[config.mk]
export PLATFORM = sky130hd
export DESIGN_NAME = burst_rd_responder_flat
export DESIGN_NICKNAME = d
export VERILOG_FILES = /design/src/rtl/burst_rd_responder_if.sv /design/src/rtl/burst_rd_responder.sv /design/src/flat_wrapper.sv
export SDC_FILE = /design/constraint.sdc
export NUM_CORES = 1
export LEC_CHECK = 0
export CAP_MARGIN = 20
export CORE_MARGIN = 2
export CORE_UTILIZATION = 44
export DETAILED_ROUTE_END_ITERATION = 8
export GPL_ROUTABILITY_DRIVEN = 0
export PLACE_DENSITY_LB_ADDON = 0.05
export SLEW_MARGIN = 5
export SYNTH_ARGS = -nofsm -noshare
export SYNTH_HDL_FRONTEND = slang
export SYNTH_SLANG_ARGS = --single-unit
[constraint.sdc]
create_clock -name clk -period 3 [get_ports clk]
set_clock_uncertainty 0.05 [all_clocks]
set_input_delay 0.6 -clock clk [delete_from_list [all_inputs] [get_ports clk]]
set_output_delay 0.6 -clock clk [all_outputs]
set_load 0.01 [all_outputs]
[src/rtl/burst_rd_responder_if.sv]
// rtl/burst_rd_responder_if.sv - burst read request/response channel between cache and responder
interface burst_rd_responder_if;
  logic        mem_rd_req_valid;
  logic [31:0] mem_rd_req_addr;
  logic        mem_rd_req_ready;
  logic        mem_rd_rsp_valid;
  logic [31:0] mem_rd_rsp_data;
  logic        mem_rd_rsp_last;
  logic        mem_rd_rsp_ready;

  modport master (
    output mem_rd_req_valid,
    output mem_rd_req_addr,
    input  mem_rd_req_ready,
    input  mem_rd_rsp_valid,
    input  mem_rd_rsp_data,
    input  mem_rd_rsp_last,
    output mem_rd_rsp_ready
  );

  modport slave (
    input  mem_rd_req_valid,
    input  mem_rd_req_addr,
    output mem_rd_req_ready,
    output mem_rd_rsp_valid,
    output mem_rd_rsp_data,
    output mem_rd_rsp_last,
    input  mem_rd_rsp_ready
  );
endinterface

[src/rtl/burst_rd_responder.sv]
// rtl/burst_rd_responder.sv - aligned burst read responder with 2-deep prefetch buffer in front of a word RAM
module burst_rd_responder #(
  parameter int BURST_LEN = 8,
  parameter int RAM_AW    = 16,
  parameter int LATENCY   = 0
) (
  input  logic                clk,
  input  logic                rst,
  burst_rd_responder_if.slave bus,
  output logic                ram_ren,
  output logic [RAM_AW-1:0]   ram_raddr,
  input  logic [31:0]         ram_rdata
);

  localparam logic [1:0] S_IDLE  = 2'd0;
  localparam logic [1:0] S_DELAY = 2'd1;
  localparam logic [1:0] S_BURST = 2'd2;

  localparam int              CW        = $clog2(BURST_LEN) + 1;
  localparam logic [CW-1:0]   LEN       = CW'(BURST_LEN);
  localparam logic [CW-1:0]   LAST_BEAT = CW'(BURST_LEN - 1);
  localparam logic [RAM_AW-1:0] OFF_MASK = RAM_AW'(BURST_LEN - 1);
  localparam logic [7:0]      DLY_INIT  = (LATENCY > 0) ? 8'(LATENCY - 1) : 8'd0;

  logic [1:0]        r_state;
  logic [RAM_AW-1:0] r_base;
  logic [CW-1:0]     r_issue_cnt;
  logic [CW-1:0]     r_beat_cnt;
  logic [7:0]        r_dly_cnt;
  logic              r_inflight;
  logic [31:0]       r_fifo [2];
  logic              r_wr_ptr;
  logic              r_rd_ptr;
  logic [1:0]        r_count;

  logic              w_accept;
  logic              w_valid;
  logic              w_pop;
  logic              w_issue;
  logic [2:0]        w_occ;
  logic [RAM_AW-1:0] w_req_base;
  logic [31:0]       w_head;
  logic              w_unused;

  assign w_unused   = ^{bus.mem_rd_req_addr[31:RAM_AW+2], bus.mem_rd_req_addr[1:0]};
  assign w_req_base = bus.mem_rd_req_addr[RAM_AW+1:2] & ~OFF_MASK;

  assign bus.mem_rd_req_ready = (r_state == S_IDLE) && !rst;
  assign w_accept = bus.mem_rd_req_valid && bus.mem_rd_req_ready;

  // The word returning from RAM this cycle counts as buffered and is presented
  // straight through when nothing older is queued.
  assign w_occ   = {1'b0, r_count} + {2'b00, r_inflight};
  assign w_valid = (w_occ != 3'd0) && !rst;
  assign w_pop   = w_valid && bus.mem_rd_rsp_ready;
  assign w_head  = (r_count != 2'd0) ? r_fifo[r_rd_ptr] : (r_inflight ? ram_rdata : 32'd0);

  assign w_issue = (r_state == S_BURST) && (r_issue_cnt < LEN) &&
                   ((w_occ - {2'b00, w_pop}) < 3'd2);

  assign ram_ren   = w_issue;
  assign ram_raddr = r_base + RAM_AW'(r_issue_cnt);

  assign bus.mem_rd_rsp_valid = w_valid;
  assign bus.mem_rd_rsp_data  = w_head;
  assign bus.mem_rd_rsp_last  = (r_beat_cnt == LAST_BEAT) && w_valid;

  always_ff @(posedge clk) begin
    if (rst) begin
      r_state     <= S_IDLE;
      r_base      <= '0;
      r_issue_cnt <= '0;
      r_beat_cnt  <= '0;
      r_dly_cnt   <= '0;
      r_inflight  <= 1'b0;
      r_fifo[0]   <= '0;
      r_fifo[1]   <= '0;
      r_wr_ptr    <= 1'b0;
      r_rd_ptr    <= 1'b0;
      r_count     <= '0;
    end else begin
      case (r_state)
        S_IDLE: begin
          if (w_accept) begin
            r_base      <= w_req_base;
            r_issue_cnt <= '0;
            r_beat_cnt  <= '0;
            r_dly_cnt   <= DLY_INIT;
            r_state     <= (LATENCY > 0) ? S_DELAY : S_BURST;
          end
        end
        S_DELAY: begin
          if (r_dly_cnt == 8'd0) r_state <= S_BURST;
          else                   r_dly_cnt <= r_dly_cnt - 8'd1;
        end
        S_BURST: begin
          if (w_pop && (r_beat_cnt == LAST_BEAT)) r_state <= S_IDLE;
        end
        default: r_state <= S_IDLE;
      endcase

      if (w_issue) r_issue_cnt <= r_issue_cnt + 1'b1;
      if (w_pop)   r_beat_cnt  <= r_beat_cnt + 1'b1;
      r_inflight <= w_issue;

      // Always capture the returning word; if it was popped through the bypass
      // the read pointer advances past it in the same edge.
      if (r_inflight) begin
        r_fifo[r_wr_ptr] <= ram_rdata;
        r_wr_ptr         <= ~r_wr_ptr;
      end
      if (w_pop) r_rd_ptr <= ~r_rd_ptr;
      r_count <= r_count + {1'b0, r_inflight} - {1'b0, w_pop};
    end
  end

endmodule

[src/flat_wrapper.sv]
// flat-port wrapper written by rule: the top's interface ports become plain ports
module burst_rd_responder_flat 
#(
  parameter int BURST_LEN = 8,
  parameter int RAM_AW    = 16,
  parameter int LATENCY   = 0
)
  (clk, rst, ram_ren, ram_raddr, ram_rdata, bus_mem_rd_req_valid, bus_mem_rd_req_addr, bus_mem_rd_req_ready, bus_mem_rd_rsp_valid, bus_mem_rd_rsp_data, bus_mem_rd_rsp_last, bus_mem_rd_rsp_ready);
  burst_rd_responder_if bus_i ();
  input  logic clk;
  input  logic rst;
  output logic ram_ren;
  output logic [RAM_AW-1:0] ram_raddr;
  input  logic [31:0] ram_rdata;
  input wire logic [$bits(bus_i.mem_rd_req_valid)-1:0] bus_mem_rd_req_valid;
  input wire logic [$bits(bus_i.mem_rd_req_addr)-1:0] bus_mem_rd_req_addr;
  output wire logic [$bits(bus_i.mem_rd_req_ready)-1:0] bus_mem_rd_req_ready;
  output wire logic [$bits(bus_i.mem_rd_rsp_valid)-1:0] bus_mem_rd_rsp_valid;
  output wire logic [$bits(bus_i.mem_rd_rsp_data)-1:0] bus_mem_rd_rsp_data;
  output wire logic [$bits(bus_i.mem_rd_rsp_last)-1:0] bus_mem_rd_rsp_last;
  input wire logic [$bits(bus_i.mem_rd_rsp_ready)-1:0] bus_mem_rd_rsp_ready;
  assign bus_i.mem_rd_req_valid = bus_mem_rd_req_valid;
  assign bus_i.mem_rd_req_addr = bus_mem_rd_req_addr;
  assign bus_mem_rd_req_ready = bus_i.mem_rd_req_ready;
  assign bus_mem_rd_rsp_valid = bus_i.mem_rd_rsp_valid;
  assign bus_mem_rd_rsp_data = bus_i.mem_rd_rsp_data;
  assign bus_mem_rd_rsp_last = bus_i.mem_rd_rsp_last;
  assign bus_i.mem_rd_rsp_ready = bus_mem_rd_rsp_ready;
  burst_rd_responder #(.BURST_LEN(BURST_LEN), .RAM_AW(RAM_AW), .LATENCY(LATENCY)) u_core (.clk(clk), .rst(rst), .bus(bus_i), .ram_ren(ram_ren), .ram_raddr(ram_raddr), .ram_rdata(ram_rdata));
endmodule
* Yosys cells after proc, flatten, opt, wreduce, memory -nomap -nowiden
Memory sizes are Yosys's and may differ from the RTL's. A register that Yosys moved wholly into a read port is not among the register bits. Index checks and enable logic that the tools add are counted.
Cells by class: add/sub/neg operators 8, multiply operators 0, div/mod/pow operators 0, magnitude comparators 2, equal/unequal tests 7, shift operators 0, multiplexer cells 23, bitwise gates (word level) 2, reductions and logical operators 24
Operators by type and width (number):
- $mux 32 | 3
- $reduce_or 32->1 | 1
- $add 16x4->16 | 1
- $mux 4 | 4
- $mux 8 | 2
- $pmux 8 s2 | 1
- $reduce_bool 2->1 | 6
- $mux 1 | 9
- $add 4x1->4 const B | 2
- $logic_and 1x1->1 | 8
- $logic_not 8->1 | 1
- $sub 8x1->8 const B | 1
- $mux 2 | 3
- $pmux 2 s3 | 1
- $reduce_and 2->1 | 3
- $reduce_and 3->1 | 2
- $eq 4x3->1 const B | 1
- $lt 4x4->1 const B | 1
- $ne 2x1->1 const B | 2
- $ne 2x2->1 const B | 2
- $add 2x1->3 | 1
- $lt 3x2->1 const B | 1
- $reduce_bool 3->1 | 1
- $sub 3x1->3 | 1
- 7 further kinds | 8
Storage, ports and cells: flip-flop bits (word level) 36, bits in latches 0, bits in writable memories 64, memory bits (read-only) 0, input port bits 68, logic and storage cells 76, memories kept 1
Memories:
- u_core.r_fifo | words 2, width 32, rd ports 1, clocked after memory_dff 1, wr ports 2, RTL line burst_rd_responder.sv:31 | logic [31:0] r_fifo [2];

* Depth between registers and ports, before layout
depth after elaboration 9, gate-level depth with buffers 10, gate-level depth less buffers 10

* Worst setup path before layout
Ideal clock, no wire load.
path type register to register, start point register u_core.r_inflight, end point memory u_core.r_fifo[0][0], enable pin, setup time 0.466 ns, arrival 2.828 ns, required time 2.484 ns, slack -0.343 ns, cell stages (with the launch flop) 4, buffers on the path 1, period minus slack after synthesis 3.343 ns, cells stage by stage dfxtp_1 > buf_2 > inv_2 > o21ai_0
RTL lines:
- from (decl) | RTL line burst_rd_responder.sv:30 | logic r_inflight;
- from (signal assigned) | RTL line burst_rd_responder.sv:104 | r_inflight <= w_issue;
- to (decl) | RTL line burst_rd_responder.sv:31

* Worst setup path in the final report
start point register u_core.r_inflight, end point output port ram_ren
Between the ends: word-level cells in the longest chain between the ends 7
Ends and longest elaborated chain:
- $add 2x1->3 (*) | RTL line burst_rd_responder.sv:53 | assign w_occ = {1'b0, r_count} + {2'b00, r_inflight};
- $reduce_bool 3->1 | RTL line burst_rd_responder.sv:54 | assign w_valid = (w_occ != 3'd0) && !rst;
- $logic_and 1x1->1 | RTL line burst_rd_responder.sv:54
- $logic_and 1x1->1 | RTL line burst_rd_responder.sv:55 | assign w_pop = w_valid && bus.mem_rd_rsp_ready;
- $sub 3x1->3 (*) | RTL line burst_rd_responder.sv:59 | ((w_occ - {2'b00, w_pop}) < 3'd2);
- $lt 3x2->1 (*) | RTL line burst_rd_responder.sv:59
- $logic_and 1x1->1 (*) | RTL line burst_rd_responder.sv:58 | assign w_issue = (r_state == S_BURST) && (r_issue_cnt < LEN) &&
- to (decl) | RTL line flat_wrapper.sv:12 | output logic ram_ren;
Every way passes the cells marked *; elsewhere a longest branch is shown, timed or not.

==> run metrics <==
cell area power density=~660 mW/mm2; Detail Route Antenna Nets=0; NumNets Final=between 600 and 700; DP HPWL=roughly 6400 um; CTS root buf=clkbuf_8; Place WS=-0.07071 ns; DRT Pass-1 Iters=4; FFs w/ async S/R, synth=0%; synth unique cells=39; Via density=5.145; cell depth of the worst hold path=2; worst reg-to-reg path cell count=11; worst skew pair latency=between 0.3 and 0.4 ns; global route overflow=0; Crit path top cell by count=nor2_1; setup ws final=0.1199 ns; CP required=between 2 and 2.5 ns; largest stage delay on the critical path=just under 0.4 ns; Final Slew Violations=0; Die Wd=106.0 um; Die Y=between 100 and 150 um; antenna violations before repair=0; synthesized flop and latch total=just over 90; All-Layer GR Usage=18.44%; Max-Cap Viols=0; run status=finished, final reports clean; Tmin final=2.880 ns; CP Cell Sequence=ha_2 -> ha_4 -> or3_4 -> nand2_2 -> nor2_1 -> ha_1 -> nand3b_1 -> nor2_1 -> buf_2; Wirelength per Cell=roughly 15 um; Setup Viol. Count Final=0; Final Cycle Share=a little over nine tenths; Max H-tree Level=3; Ant. Diodes=0; layout cells sized above 1=between 10% and 20%; final wirelength=slightly above 10000 um; IO Pins=120; Worst Path Arrival=2.23 ns; area of the mapped netlist=around 0.0046 mm2; drt drc=0; PortBufs=100; Post-Syn Area per Cell=about 11 um2; crit path kind=reg -> out; CTS tree=done; critical path endpoint category=output pin; Reg clk slew, reported paths=0.09 ns; Synthesis Warnings=0; CTS Buf Count=9; slowest cell on the critical path=or3_4; Rel. slew slack=between 50% and 60%; crit-path max FO=2; clock buffer depth=2; type of origin of the critical path=flip-flop; DR vias=~3500; Initial Utilization=between 40% and 50%; Worst VDD drop=0.3750 mV; post-route insts no fill=approximately 670; die area=about 0.011 mm2; CTS Sinks=92; vias in the first global route=~3400; Seq. cell area=0.002485 mm2; core area=approximately 0.01 mm2; pin count of the biggest net entering global routing=45; row count=37; Total Power=approximately 4.1 mW; fmax=~0.35 GHz; initial DRC count=around 160; first-pass GRT wire length=about 16000 um; register area share after synthesis=a little over half; top_reg_cell synth=edfxtp_1; Tightest Pin Transition=0.6449 ns; synthesized instance count=between 400 and 500; Hold WC Path Type=reg -> reg; Layout Area Growth over Synthesis=34.03%; Leakage=2.206 nW; Final Hold Viols=0; placed insts=~650; number of synthesized flops with an enable pin=64; FILL cells=~900; Multi-input gate area=0.001986 mm2; Synth Net Count=~500
power by group:
part           switching, mW  leakage, nW  internal (mW)
sequential            0.0742        0.896           1.50
combinational          0.809         1.21          0.794
clock                  0.431        0.101          0.465
final cells by class:
type                            count  share of cell area, %
Sequential cell                    92                  40.51
Multi-Input combinational cell    296                  32.37
Timing Repair Buffer              124                  20.42
Tap cell                          136                  2.774
Clock buffer                        9                  2.019
Clock inverter                      7                  1.489
Inverter                            7                 0.4283
final timing paths:
path / start / endpoint / slack (ns)
setup / recovery: u_core.r_inflight$_SDFF_PP0_ / ram_ren / 0.12
hold / removal: u_core.r_base[3]$_SDFFE_PP0P_ / u_core.r_base[3]$_SDFFE_PP0P_ / 0.42
setup reg to reg: u_core.r_inflight$_SDFF_PP0_ / u_core.r_issue_cnt[0]$_SDFFE_PP0P_ / 0.52
hold reg to reg: u_core.r_base[3]$_SDFFE_PP0P_ / u_core.r_base[3]$_SDFFE_PP0P_ / 0.42
cell usage in the layout (no fill, tap or decap), types with 2 or more instances in the layout:
master / count
clkdlybuf4s50_1: 99
nor3_1: 2
a21oi_1: 5
bufinv_16: 2
dfxtp_1: 26
o2111ai_1: 3
dfxtp_2: 2
nand3_1: 42
clkbuf_8: 9
nand2_1: 29
o21ai_0: 46
and4_1: 2
xnor2_1: 12
clkinv_1: 2
nor3_4: 2
and2_1: 65
nand3b_1: 2
ha_1: 7
or3_1: 3
o211ai_1: 5
clkinvlp_4: 2
nor2_1: 7
inv_1: 6
o21ai_4: 2
nand2b_1: 2
edfxtp_1: 64
buf_16: 2
and3_1: 4
buf_4: 18
buf_12: 2
xor2_1: 3
mux2i_1: 33
nor2b_1: 2
nand4_1: 3
state kept, by name, summed over array words and instances, names as in the netlist, named ones only:
register	flops
u_core.r_rd_ptr	1
u_core.r_wr_ptr	1
u_core.r_state	1
u_core.r_base	13
u_core.r_fifo	64
u_core.r_count	2
u_core.r_issue_cnt	4
u_core.r_beat_cnt	4
u_core.r_inflight	1
routing by layer:
layer  track usage, %  wire [um]  vias up
li1                 -          -     1729
met1            22.94       4451     1622
met2            31.24       4956       87
met3            3.679        492       14
met4            7.895        196        0
met5                0          0        -
worst max-delay path: cells and delay by family, from the launching register on:
kind          cells  cell delay, ns
flops             1            0.36
fa+ha+maj         3            0.68
buf+inv           1            0.13
simple gates      5            0.71
stage by stage:
| step | hold WS [ns] | area [um2] | utilization (%) | setup TNS [ns] |
|---|---|---|---|---|
| after CTS | 0.4184 | 6057 | 59.20 | 0 |
| final | 0.4165 | 6135 | 59.96 | 0 |
| after floorplan | 0.3897 | 4577 | - | -21.98 |
| after global placement | 0.3990 | 5793 | 56.62 | -0.05958 |
| after global routing | 0.4383 | 6135 | 59.96 | -0.01887 |
| after detailed placement | 0.4052 | 5841 | 57.09 | -0.07071 |
cell usage after synthesis (all sizes together), types with 5 or more instances:
master | count | area, um2
nand3 | 42 | 210.2
a21oi | 5 | 25.02
and2 | 65 | 406.6
inv | 7 | 26.27
ha | 9 | 112.6
nand2 | 30 | 112.6
o211ai | 5 | 37.54
edfxtp | 64 | 1922
o21ai | 49 | 245.2
mux2i | 33 | 330.3
dfxtp | 28 | 560.5
buf | 14 | 80.08
clkbuf | 17 | 71.32
xnor2 | 12 | 105.1
nor3 | 5 | 40.04
nor2 | 8 | 32.54
logic make-up after synthesis:
| family | share of synthesized area (%) |
|---|---|
| AO/OA/AOI/OAI | 7.682 |
| multiplexers | 7.217 |
| flip-flops | 54.24 |
| buffers and inverters | 3.882 |
| AND/OR/NAND/NOR | 21.46 |
| XOR/XNOR | 3.062 |
| adder cells (fa/ha/maj) | 2.460 |
what timing repair did:
| item | CTS | global route |
|---|---|---|
| endpoints found under the setup margin | 1 | 1 |
| pin swaps | 1 | 2 |
| buffers inserted | 0 | 1 |
| resized for setup | 6 | 5 |
| hold buffers | 0 | 0 |
| endpoints found under the hold margin | 0 | 0 |
| gates cloned | 0 | 0 |
Note: power is estimated with default switching activity, not from simulation.
